File: config.mk
export PLATFORM = sky130hd
export DESIGN_NAME = jpeg_rle_flat
export DESIGN_NICKNAME = d
export VERILOG_FILES = /design/src/rtl/jpeg_rle_if.sv /design/src/rtl/jpeg_rle.sv /design/src/flat_wrapper.sv
export SDC_FILE = /design/constraint.sdc
export NUM_CORES = 1
export LEC_CHECK = 0
export CAP_MARGIN = 20
export CORE_AREA = 2 2 144 132
export CTS_BUF_LIST = sky130_fd_sc_hd__clkbuf_8
export CTS_CLUSTER_SIZE = 30
export DETAILED_ROUTE_END_ITERATION = 16
export DIE_AREA = 0 0 146 134
export PLACE_DENSITY_LB_ADDON = 0.12
export SLEW_MARGIN = 20
export SYNTH_ARGS = -nofsm -noshare
export SYNTH_HDL_FRONTEND = slang
export SYNTH_SLANG_ARGS = --single-unit
File: constraint.sdc
create_clock -name clk_i -period 6.9 [get_ports clk_i]
set_input_delay 1.38 -clock clk_i [delete_from_list [all_inputs] [get_ports clk_i]]
set_output_delay 1.38 -clock clk_i [all_outputs]
set_load 0.01 [all_outputs]
File: src/rtl/jpeg_rle_if.sv
// Stream and memory bundle between the zigzag/RLE encoder, the quantizer output
// memory and the Huffman stage. The master side is the encoder.
interface jpeg_rle_if;
  logic        start;
  logic        clr_dc;
  logic [4:0]  mem_adr;
  logic [31:0] mem_dat;
  logic        sym_valid;
  logic        sym_ready;
  logic [3:0]  sym_run;
  logic [3:0]  sym_size;
  logic [10:0] sym_amp;
  logic        sym_dc;
  logic        sym_eob;
  logic        busy;
  logic        done;

  modport master (
    input  start, clr_dc, mem_dat, sym_ready,
    output mem_adr, sym_valid, sym_run, sym_size, sym_amp, sym_dc, sym_eob, busy, done
  );

  modport slave (
    output start, clr_dc, mem_dat, sym_ready,
    input  mem_adr, sym_valid, sym_run, sym_size, sym_amp, sym_dc, sym_eob, busy, done
  );
endinterface

File: src/rtl/jpeg_rle.sv
// Zigzag scan and run-length encoder: reads one quantized 8x8 block from the
// quantizer output memory and emits DC/AC/ZRL/EOB symbols for the Huffman stage.
module jpeg_rle (
  input  logic        clk_i,
  input  logic        rst_i,
  jpeg_rle_if.master  bus
);

  typedef enum logic [2:0] {
    ST_IDLE, ST_FETCH, ST_EVAL, ST_ZRL, ST_EMIT, ST_EOB, ST_DONE
  } state_t;

  localparam logic [5:0] ZZ_TABLE [64] = '{
    6'd0,  6'd1,  6'd8,  6'd16, 6'd9,  6'd2,  6'd3,  6'd10,
    6'd17, 6'd24, 6'd32, 6'd25, 6'd18, 6'd11, 6'd4,  6'd5,
    6'd12, 6'd19, 6'd26, 6'd33, 6'd40, 6'd48, 6'd41, 6'd34,
    6'd27, 6'd20, 6'd13, 6'd6,  6'd7,  6'd14, 6'd21, 6'd28,
    6'd35, 6'd42, 6'd49, 6'd56, 6'd57, 6'd50, 6'd43, 6'd36,
    6'd29, 6'd22, 6'd15, 6'd23, 6'd30, 6'd37, 6'd44, 6'd51,
    6'd58, 6'd59, 6'd52, 6'd45, 6'd38, 6'd31, 6'd39, 6'd46,
    6'd53, 6'd60, 6'd61, 6'd54, 6'd47, 6'd55, 6'd62, 6'd63
  };

  function automatic logic signed [11:0] sat12(input logic signed [16:0] v);
    if (v > 17'sd2047) begin
      sat12 = 12'sd2047;
    end else if (v < -17'sd2047) begin
      sat12 = -12'sd2047;
    end else begin
      sat12 = v[11:0];
    end
  endfunction

  function automatic logic [3:0] size_of(input logic signed [11:0] v);
    logic [11:0] mag;
    mag = v[11] ? (12'd0 - v) : v;
    size_of = 4'd0;
    for (int b = 0; b < 11; b++) begin
      if (mag[b]) size_of = 4'(b + 1);
    end
  endfunction

  // Negative values encode as (v-1) truncated to size bits (ones' complement of |v|).
  function automatic logic [10:0] amp_of(input logic signed [11:0] v, input logic [3:0] sz);
    logic [11:0] t;
    logic [11:0] mask;
    t      = v[11] ? (v - 12'sd1) : v;
    mask   = (12'd1 << sz) - 12'd1;
    amp_of = t[10:0] & mask[10:0];
  endfunction

  state_t             state_r;
  logic [5:0]         idx_r;
  logic [5:0]         run_r;
  logic               half_r;
  logic signed [11:0] pred_r;
  logic signed [11:0] coef_r;
  logic [4:0]         mem_adr_r;
  logic               sym_valid_r;
  logic [3:0]         sym_run_r;
  logic [3:0]         sym_size_r;
  logic [10:0]        sym_amp_r;
  logic               sym_dc_r;
  logic               sym_eob_r;
  logic               busy_r;
  logic               done_r;

  logic [15:0]        coef_raw_s;
  logic signed [11:0] c_sat_s;
  logic signed [16:0] diff_wide_s;
  logic signed [11:0] diff_s;
  logic signed [11:0] val_s;
  logic [3:0]         val_size_s;
  logic [10:0]        val_amp_s;
  logic [3:0]         d_size_s;
  logic [10:0]        d_amp_s;
  logic [5:0]         idx_next_s;
  logic [5:0]         zz_next_s;
  logic [5:0]         run_minus_s;

  assign coef_raw_s  = half_r ? bus.mem_dat[15:0] : bus.mem_dat[31:16];
  assign c_sat_s     = sat12({coef_raw_s[15], coef_raw_s});
  assign diff_wide_s = {{5{c_sat_s[11]}}, c_sat_s} - {{5{pred_r[11]}}, pred_r};
  assign diff_s      = sat12(diff_wide_s);
  assign idx_next_s  = idx_r + 6'd1;
  assign zz_next_s   = ZZ_TABLE[idx_next_s];
  assign run_minus_s = run_r - 6'd16;

  // Symbol field encoding; in ZRL the pending coefficient comes from coef_r.
  always_comb begin
    val_s = c_sat_s;
    if (state_r == ST_ZRL) begin
      val_s = coef_r;
    end else begin
      val_s = c_sat_s;
    end
    val_size_s = size_of(val_s);
    val_amp_s  = amp_of(val_s, val_size_s);
    d_size_s   = size_of(diff_s);
    d_amp_s    = amp_of(diff_s, d_size_s);
  end

  // Control FSM with all outputs registered.
  always_ff @(posedge clk_i or posedge rst_i) begin
    if (rst_i) begin
      state_r     <= ST_IDLE;
      idx_r       <= 6'd0;
      run_r       <= 6'd0;
      half_r      <= 1'b0;
      pred_r      <= 12'sd0;
      coef_r      <= 12'sd0;
      mem_adr_r   <= 5'd0;
      sym_valid_r <= 1'b0;
      sym_run_r   <= 4'd0;
      sym_size_r  <= 4'd0;
      sym_amp_r   <= 11'd0;
      sym_dc_r    <= 1'b0;
      sym_eob_r   <= 1'b0;
      busy_r      <= 1'b0;
      done_r      <= 1'b0;
    end else begin
      case (state_r)
        ST_IDLE: begin
          done_r <= 1'b0;
          if (bus.clr_dc) pred_r <= 12'sd0;
          if (bus.start) begin
            idx_r     <= 6'd0;
            run_r     <= 6'd0;
            mem_adr_r <= ZZ_TABLE[0][5:1];
            half_r    <= ZZ_TABLE[0][0];
            busy_r    <= 1'b1;
            state_r   <= ST_FETCH;
          end
        end
        ST_FETCH: state_r <= ST_EVAL;
        ST_EVAL: begin
          coef_r <= c_sat_s;
          if (idx_r == 6'd0) begin
            pred_r      <= c_sat_s;
            sym_valid_r <= 1'b1;
            sym_run_r   <= 4'd0;
            sym_size_r  <= d_size_s;
            sym_amp_r   <= d_amp_s;
            sym_dc_r    <= 1'b1;
            sym_eob_r   <= 1'b0;
            state_r     <= ST_EMIT;
          end else if (c_sat_s == 12'sd0) begin
            run_r <= run_r + 6'd1;
            if (idx_r == 6'd63) begin
              sym_valid_r <= 1'b1;
              sym_run_r   <= 4'd0;
              sym_size_r  <= 4'd0;
              sym_amp_r   <= 11'd0;
              sym_dc_r    <= 1'b0;
              sym_eob_r   <= 1'b1;
              state_r     <= ST_EOB;
            end else begin
              idx_r     <= idx_next_s;
              mem_adr_r <= zz_next_s[5:1];
              half_r    <= zz_next_s[0];
              state_r   <= ST_FETCH;
            end
          end else if (run_r >= 6'd16) begin
            sym_valid_r <= 1'b1;
            sym_run_r   <= 4'd15;
            sym_size_r  <= 4'd0;
            sym_amp_r   <= 11'd0;
            sym_dc_r    <= 1'b0;
            sym_eob_r   <= 1'b0;
            state_r     <= ST_ZRL;
          end else begin
            sym_valid_r <= 1'b1;
            sym_run_r   <= run_r[3:0];
            sym_size_r  <= val_size_s;
            sym_amp_r   <= val_amp_s;
            sym_dc_r    <= 1'b0;
            sym_eob_r   <= 1'b0;
            run_r       <= 6'd0;
            state_r     <= ST_EMIT;
          end
        end
        ST_ZRL: begin
          if (bus.sym_ready) begin
            if (run_minus_s >= 6'd16) begin
              run_r <= run_minus_s;
            end else begin
              sym_run_r  <= run_minus_s[3:0];
              sym_size_r <= val_size_s;
              sym_amp_r  <= val_amp_s;
              run_r      <= 6'd0;
              state_r    <= ST_EMIT;
            end
          end
        end
        ST_EMIT: begin
          if (bus.sym_ready) begin
            sym_valid_r <= 1'b0;
            sym_run_r   <= 4'd0;
            sym_size_r  <= 4'd0;
            sym_amp_r   <= 11'd0;
            sym_dc_r    <= 1'b0;
            if (idx_r == 6'd63) begin
              done_r  <= 1'b1;
              busy_r  <= 1'b0;
              state_r <= ST_DONE;
            end else begin
              idx_r     <= idx_next_s;
              mem_adr_r <= zz_next_s[5:1];
              half_r    <= zz_next_s[0];
              state_r   <= ST_FETCH;
            end
          end
        end
        ST_EOB: begin
          if (bus.sym_ready) begin
            sym_valid_r <= 1'b0;
            sym_eob_r   <= 1'b0;
            done_r      <= 1'b1;
            busy_r      <= 1'b0;
            state_r     <= ST_DONE;
          end
        end
        ST_DONE: begin
          done_r  <= 1'b0;
          state_r <= ST_IDLE;
        end
        default: state_r <= ST_IDLE;
      endcase
    end
  end

  assign bus.mem_adr   = mem_adr_r;
  assign bus.sym_valid = sym_valid_r;
  assign bus.sym_run   = sym_run_r;
  assign bus.sym_size  = sym_size_r;
  assign bus.sym_amp   = sym_amp_r;
  assign bus.sym_dc    = sym_dc_r;
  assign bus.sym_eob   = sym_eob_r;
  assign bus.busy      = busy_r;
  assign bus.done      = done_r;

endmodule
File: src/flat_wrapper.sv
// flat-port wrapper written by rule: the top's interface ports become plain ports
module jpeg_rle_flat 
  (clk_i, rst_i, bus_start, bus_clr_dc, bus_mem_dat, bus_sym_ready, bus_mem_adr, bus_sym_valid, bus_sym_run, bus_sym_size, bus_sym_amp, bus_sym_dc, bus_sym_eob, bus_busy, bus_done);
  jpeg_rle_if bus_i ();
  input  logic clk_i;
  input  logic rst_i;
  input wire logic [$bits(bus_i.start)-1:0] bus_start;
  input wire logic [$bits(bus_i.clr_dc)-1:0] bus_clr_dc;
  input wire logic [$bits(bus_i.mem_dat)-1:0] bus_mem_dat;
  input wire logic [$bits(bus_i.sym_ready)-1:0] bus_sym_ready;
  output wire logic [$bits(bus_i.mem_adr)-1:0] bus_mem_adr;
  output wire logic [$bits(bus_i.sym_valid)-1:0] bus_sym_valid;
  output wire logic [$bits(bus_i.sym_run)-1:0] bus_sym_run;
  output wire logic [$bits(bus_i.sym_size)-1:0] bus_sym_size;
  output wire logic [$bits(bus_i.sym_amp)-1:0] bus_sym_amp;
  output wire logic [$bits(bus_i.sym_dc)-1:0] bus_sym_dc;
  output wire logic [$bits(bus_i.sym_eob)-1:0] bus_sym_eob;
  output wire logic [$bits(bus_i.busy)-1:0] bus_busy;
  output wire logic [$bits(bus_i.done)-1:0] bus_done;
  assign bus_i.start = bus_start;
  assign bus_i.clr_dc = bus_clr_dc;
  assign bus_i.mem_dat = bus_mem_dat;
  assign bus_i.sym_ready = bus_sym_ready;
  assign bus_mem_adr = bus_i.mem_adr;
  assign bus_sym_valid = bus_i.sym_valid;
  assign bus_sym_run = bus_i.sym_run;
  assign bus_sym_size = bus_i.sym_size;
  assign bus_sym_amp = bus_i.sym_amp;
  assign bus_sym_dc = bus_i.sym_dc;
  assign bus_sym_eob = bus_i.sym_eob;
  assign bus_busy = bus_i.busy;
  assign bus_done = bus_i.done;
  jpeg_rle u_core (.clk_i(clk_i), .rst_i(rst_i), .bus(bus_i));
endmodule
==> results list <==
* Result of the run: finished, final reports clean
* Cell-internal power: 2470 uW
- The layout has 1719 filler cells.
- Across the VDD grid, the largest voltage drop is 0.000252 V.
* Worst hold path depth: 2
- Part of the power in combinational logic: between 70 and 80%
* Number of port buffers: 65
- For the worst setup path, the data arrival time is roughly 7 ns.
- Data on the critical path is required at its endpoint by 7.20 ns.
- Flip-flop cell with the highest count after synthesis: sky130_fd_sc_hd__dfrtp_1
- CTS tree: done
- For this design the total switching power over the nets is 2640 uW.
* Num CTS Buffers: 9
- DR pass1 iterations: 5
- Number of antenna repair diodes: 0
- The clock tree synthesis step divided the H-tree into 3 levels.
* Final max-slew violation count: 0
* Setup slack of the most critical reg-to-reg path: 0.75 ns
- Maximum number of pins on one net before global-route repair: 70
* Total instance count after detailed placement: 1489
- Number of synthesized register bits: 69
- In this design, the critical path's most frequently occurring cell is sky130_fd_sc_hd__nand2_2.
- In the synthesized netlist the async set-or-reset flop fraction comes to 100%.
* Remaining routing DRC violations: 0
- The library cell used most frequently in the layout, excluding fill and tap cells, is sky130_fd_sc_hd__buf_4.
- In the final routed layout, each cell accounts on average for 17.7 um.
* Root buffer cell: sky130_fd_sc_hd__clkbuf_8
- Maximum count of clock buffers along a single path: 2
- The synthesized netlist devotes about 32% of its cell area to compound gates.
- Across the routed clock network, the largest skew measured is ~0.022 ns.
- Power Density: 475 nW/um^2
* Minimum clock period: 6.71 ns
- Critical path start-end classification: input port to flip-flop
* I/O pin count: 66
* Final Net Count: between 1000 and 1500
- Compared with the post-synthesis result, the final layout area differs by 35.3%.
* Number of synthesis warnings: 0
- Once detail routing completed, the nets flagged for antenna violations numbered 0.
- The post-route netlist has between 20% and 30% of its cells at a drive strength greater than 1.
* Width of the chip: 146 um
* Worst skew pair latency: 0.38 ns
- Site row count: 47
- Area of the die: 19600 sq um
- LEAKAGE: about 0.0046 uW
- The congestion estimate from routability-driven global placement came to 0.967.
- Dominant combinational cell family by area after synthesis: compound AO/OA/AOI/OAI gates
- The synthesized netlist devotes 26.8% of its cell area to simple gates.
- The worst setup path is captured at a flip-flop.
- After Yosys synthesis, full adders, half adders and majority gates account for 5.45% of the synthesized area.
* Clock transition at the registers of the reported paths: 0.08 ns
- Worst Setup Start Kind: input port
* Fin Hold WS: 0.477 ns
* Fmax: about 150 MHz
* Clock power frac: 7.0%
- In the finished design, the share of the clock period the worst path needs comes to a little over nine tenths.
* Detailed-route via count: 9180
- After floorplanning, the core was sized to cover ~18000 sq um.
- For the pin with the worst max-slew slack, the measured transition is slightly below 0.9 ns.
- Final setup violating endpoints: 0
* Seq/Total Area, Yosys: 21.7%
- The top cell types in the final layout, fill and taps aside, are 199 x sky130_fd_sc_hd__buf_4, 134 x sky130_fd_sc_hd__nand2_1, 91 x sky130_fd_sc_hd__nor2_1.
- Post-synthesis cell type with the largest combined area: sky130_fd_sc_hd__dfrtp_1
- The number of global-route vias before repair is 8707.
- DPL Wire Length: about 20000 um
* Path class of the lowest-slack min-delay path: flip-flop to flip-flop
- Initial Util: ~44%
- R2R depth: 31
- Excluding fillers, the count of instances in the completed layout stands at 1540.
* Sum of routed wire length over all layers: 27300 um
* Sequential fraction of design power: between 10% and 20%
- Net switching is 51.7% of the power.
* CTS sink count: 69
- Post-synth EDFFs: 0
- Global routing used 26.8% of the available tracks across all layers.
- In this run the cell area of the synthesized design comes to 7940 sq um.
* Worst stage delay on the critical path: 0.43 ns
- Number of hold violations in the final report: 0
- The average instance in the mapped netlist occupies about 7.4 sq um.
- After detailed routing, the number of vias per cell comes to 5.96.
* DIE HEIGHT: 134 um
- The tool flagged a number of max-cap violations equal to 0.
* Relative slew margins: approximately 41%
- Number of violations reported at the end of detailed-routing iteration 0: 779
- GRT overflow: 0
* Number of instances in the synthesized netlist: 1080
* Number of antenna violations at the first check in global routing: 0
* Top-area cell type share of the netlist area: 21.7%
* Peak fanout along the critical path: 5
- Syn_nets: 1151
* Cell with the largest stage delay on the worst path: sky130_fd_sc_hd__clkdlybuf4s50_1
- Area share of xor/xnor cells in the synthesized design: 3.97%
* Multiplexer fraction of the synthesized cell area: 3.84%
- Leading cell types by total area after synthesis: sky130_fd_sc_hd__dfrtp_1 22%, sky130_fd_sc_hd__nand2_1 6.5%, sky130_fd_sc_hd__o21ai_0 5.3%
* Synth cell types: between 90 and 100
* Wire length of the first global-routing pass: 43300 um
stage by stage:
stage	TNS [ns]	total power [uW]	setup WS [ns]	area [sq um]	utilization (%)
final	0	5110	0.191	10700	59.3
after global routing	-0.311	5480	-0.0894	10700	59.3
after CTS	0	4810	0.0263	10300	56.8
after detailed placement	-3.63	4320	-0.592	9890	54.6
after global placement	-2.20	4310	-0.423	9890	54.6
after floorplan	0	2950	0.0237	7980	-
cell families (layout without fill, tap and decap cells):
group                    Yosys count  count (layout)
AO/OA/AOI/OAI                    371             371
XOR/XNOR                          36              36
adder cells (fa/ha/maj)           34              34
buffers and inverters            114             329
flip-flops                        69              69
multiplexers                      27              27
AND/OR/NAND/NOR                  429             429
timing repair:
| action | CTS | global route |
|---|---|---|
| buffers inserted | 20 | 15 |
| pin swaps | 24 | 52 |
| hold buffers | 0 | 0 |
| endpoints found under the setup margin | 6 | 13 |
| resized for setup | 17 | 95 |
registers in the layout, indices dropped and copies added, names as in the netlist:
signal                cells
u_core.bus.busy           1
u_core.bus.sym_eob        1
u_core.bus.mem_adr        5
u_core.coef_r            12
u_core.bus.sym_run        4
u_core.bus.done           1
u_core.idx_r              6
u_core.pred_r            12
u_core.bus.sym_dc         1
u_core.bus.sym_amp       11
u_core.bus.sym_size       4
u_core.run_r              6
u_core.half_r             1
u_core.bus.sym_valid      1
u_core.state_r            3
synth_stat cells (all sizes together), types with 7 or more instances:
library cell,count
and3,13
nand2b,22
nor3,33
o31ai,28
a31oi,13
nand4,18
a211oi,21
o221ai,10
mux2,8
inv,46
a21oi,80
nand2,139
buf,22
o22a,7
o211ai,13
nor4,10
a21o,12
xnor2,27
nor2,97
clkbuf,46
ha,33
mux2i,17
o21a,9
o22ai,10
xor2,9
nand3,42
o21ai,90
dfrtp,69
a211o,9
and2,9
nor2b,11
or3,9
layer usage:
| metal | wire length, um | part of all wire (%) | GRT usage, % | up-vias |
|---|---|---|---|---|
| li1 | - | - | - | 4429 |
| met1 | 12100 | 44 | 36.7 | 4261 |
| met2 | 12500 | 46 | 43.2 | 419 |
| met3 | 2020 | 7.4 | 5.24 | 71 |
| met4 | 668 | 2.4 | 8.20 | 0 |
| met5 | 0 | 0 | 0 | - |
worst max-delay path, delay by kind of cell:
family	cells	cell delay, ns
AND/OR/NAND/NOR	10	1.26
AO/OA/AOI/OAI	14	2.64
buffers and inverters	3	0.66
adder cells (fa/ha/maj)	4	1.06
power groups by stage:
stage | Sequential (uW) | Clock, uW | Combinational (uW)
2_1_floorplan | 637 | 0 | 2310
6_report | 683 | 356 | 4070
3_3_place_gp | 685 | 0 | 3630
5_1_grt | 701 | 378 | 4400
4_1_cts | 678 | 366 | 3770
3_5_place_dp | 684 | 0 | 3640
final cells by class:
cell class | instances | area (sq um) | share of cell area [%]
Tap cell | 245 | 307 | 2.85
Timing Repair Buffer | 267 | 2230 | 20.8
Inverter | 46 | 173 | 1.61
Sequential cell | 69 | 1730 | 16.1
Multi-Input combinational cell | 897 | 6110 | 56.8
Clock buffer | 9 | 124 | 1.15
Clock inverter | 7 | 77.6 | 0.722
path summary, 6_finish.rpt:
path / from / endpoint
max: bus_mem_dat[6] / u_core.bus.sym_amp[1]$_DFFE_PP0P_
min: u_core.bus.mem_adr[2]$_DFFE_PP0P_ / u_core.bus.mem_adr[2]$_DFFE_PP0P_
max reg2reg: u_core.half_r$_DFFE_PP0P_ / u_core.bus.sym_amp[1]$_DFFE_PP0P_
min reg2reg: u_core.bus.mem_adr[2]$_DFFE_PP0P_ / u_core.bus.mem_adr[2]$_DFFE_PP0P_
max in group asynchronous: rst_i / u_core.bus.mem_adr[0]$_DFFE_PP0P_
min in group asynchronous: rst_i / u_core.idx_r[2]$_DFFE_PP0P_
(Power assumes the default switching activity.)
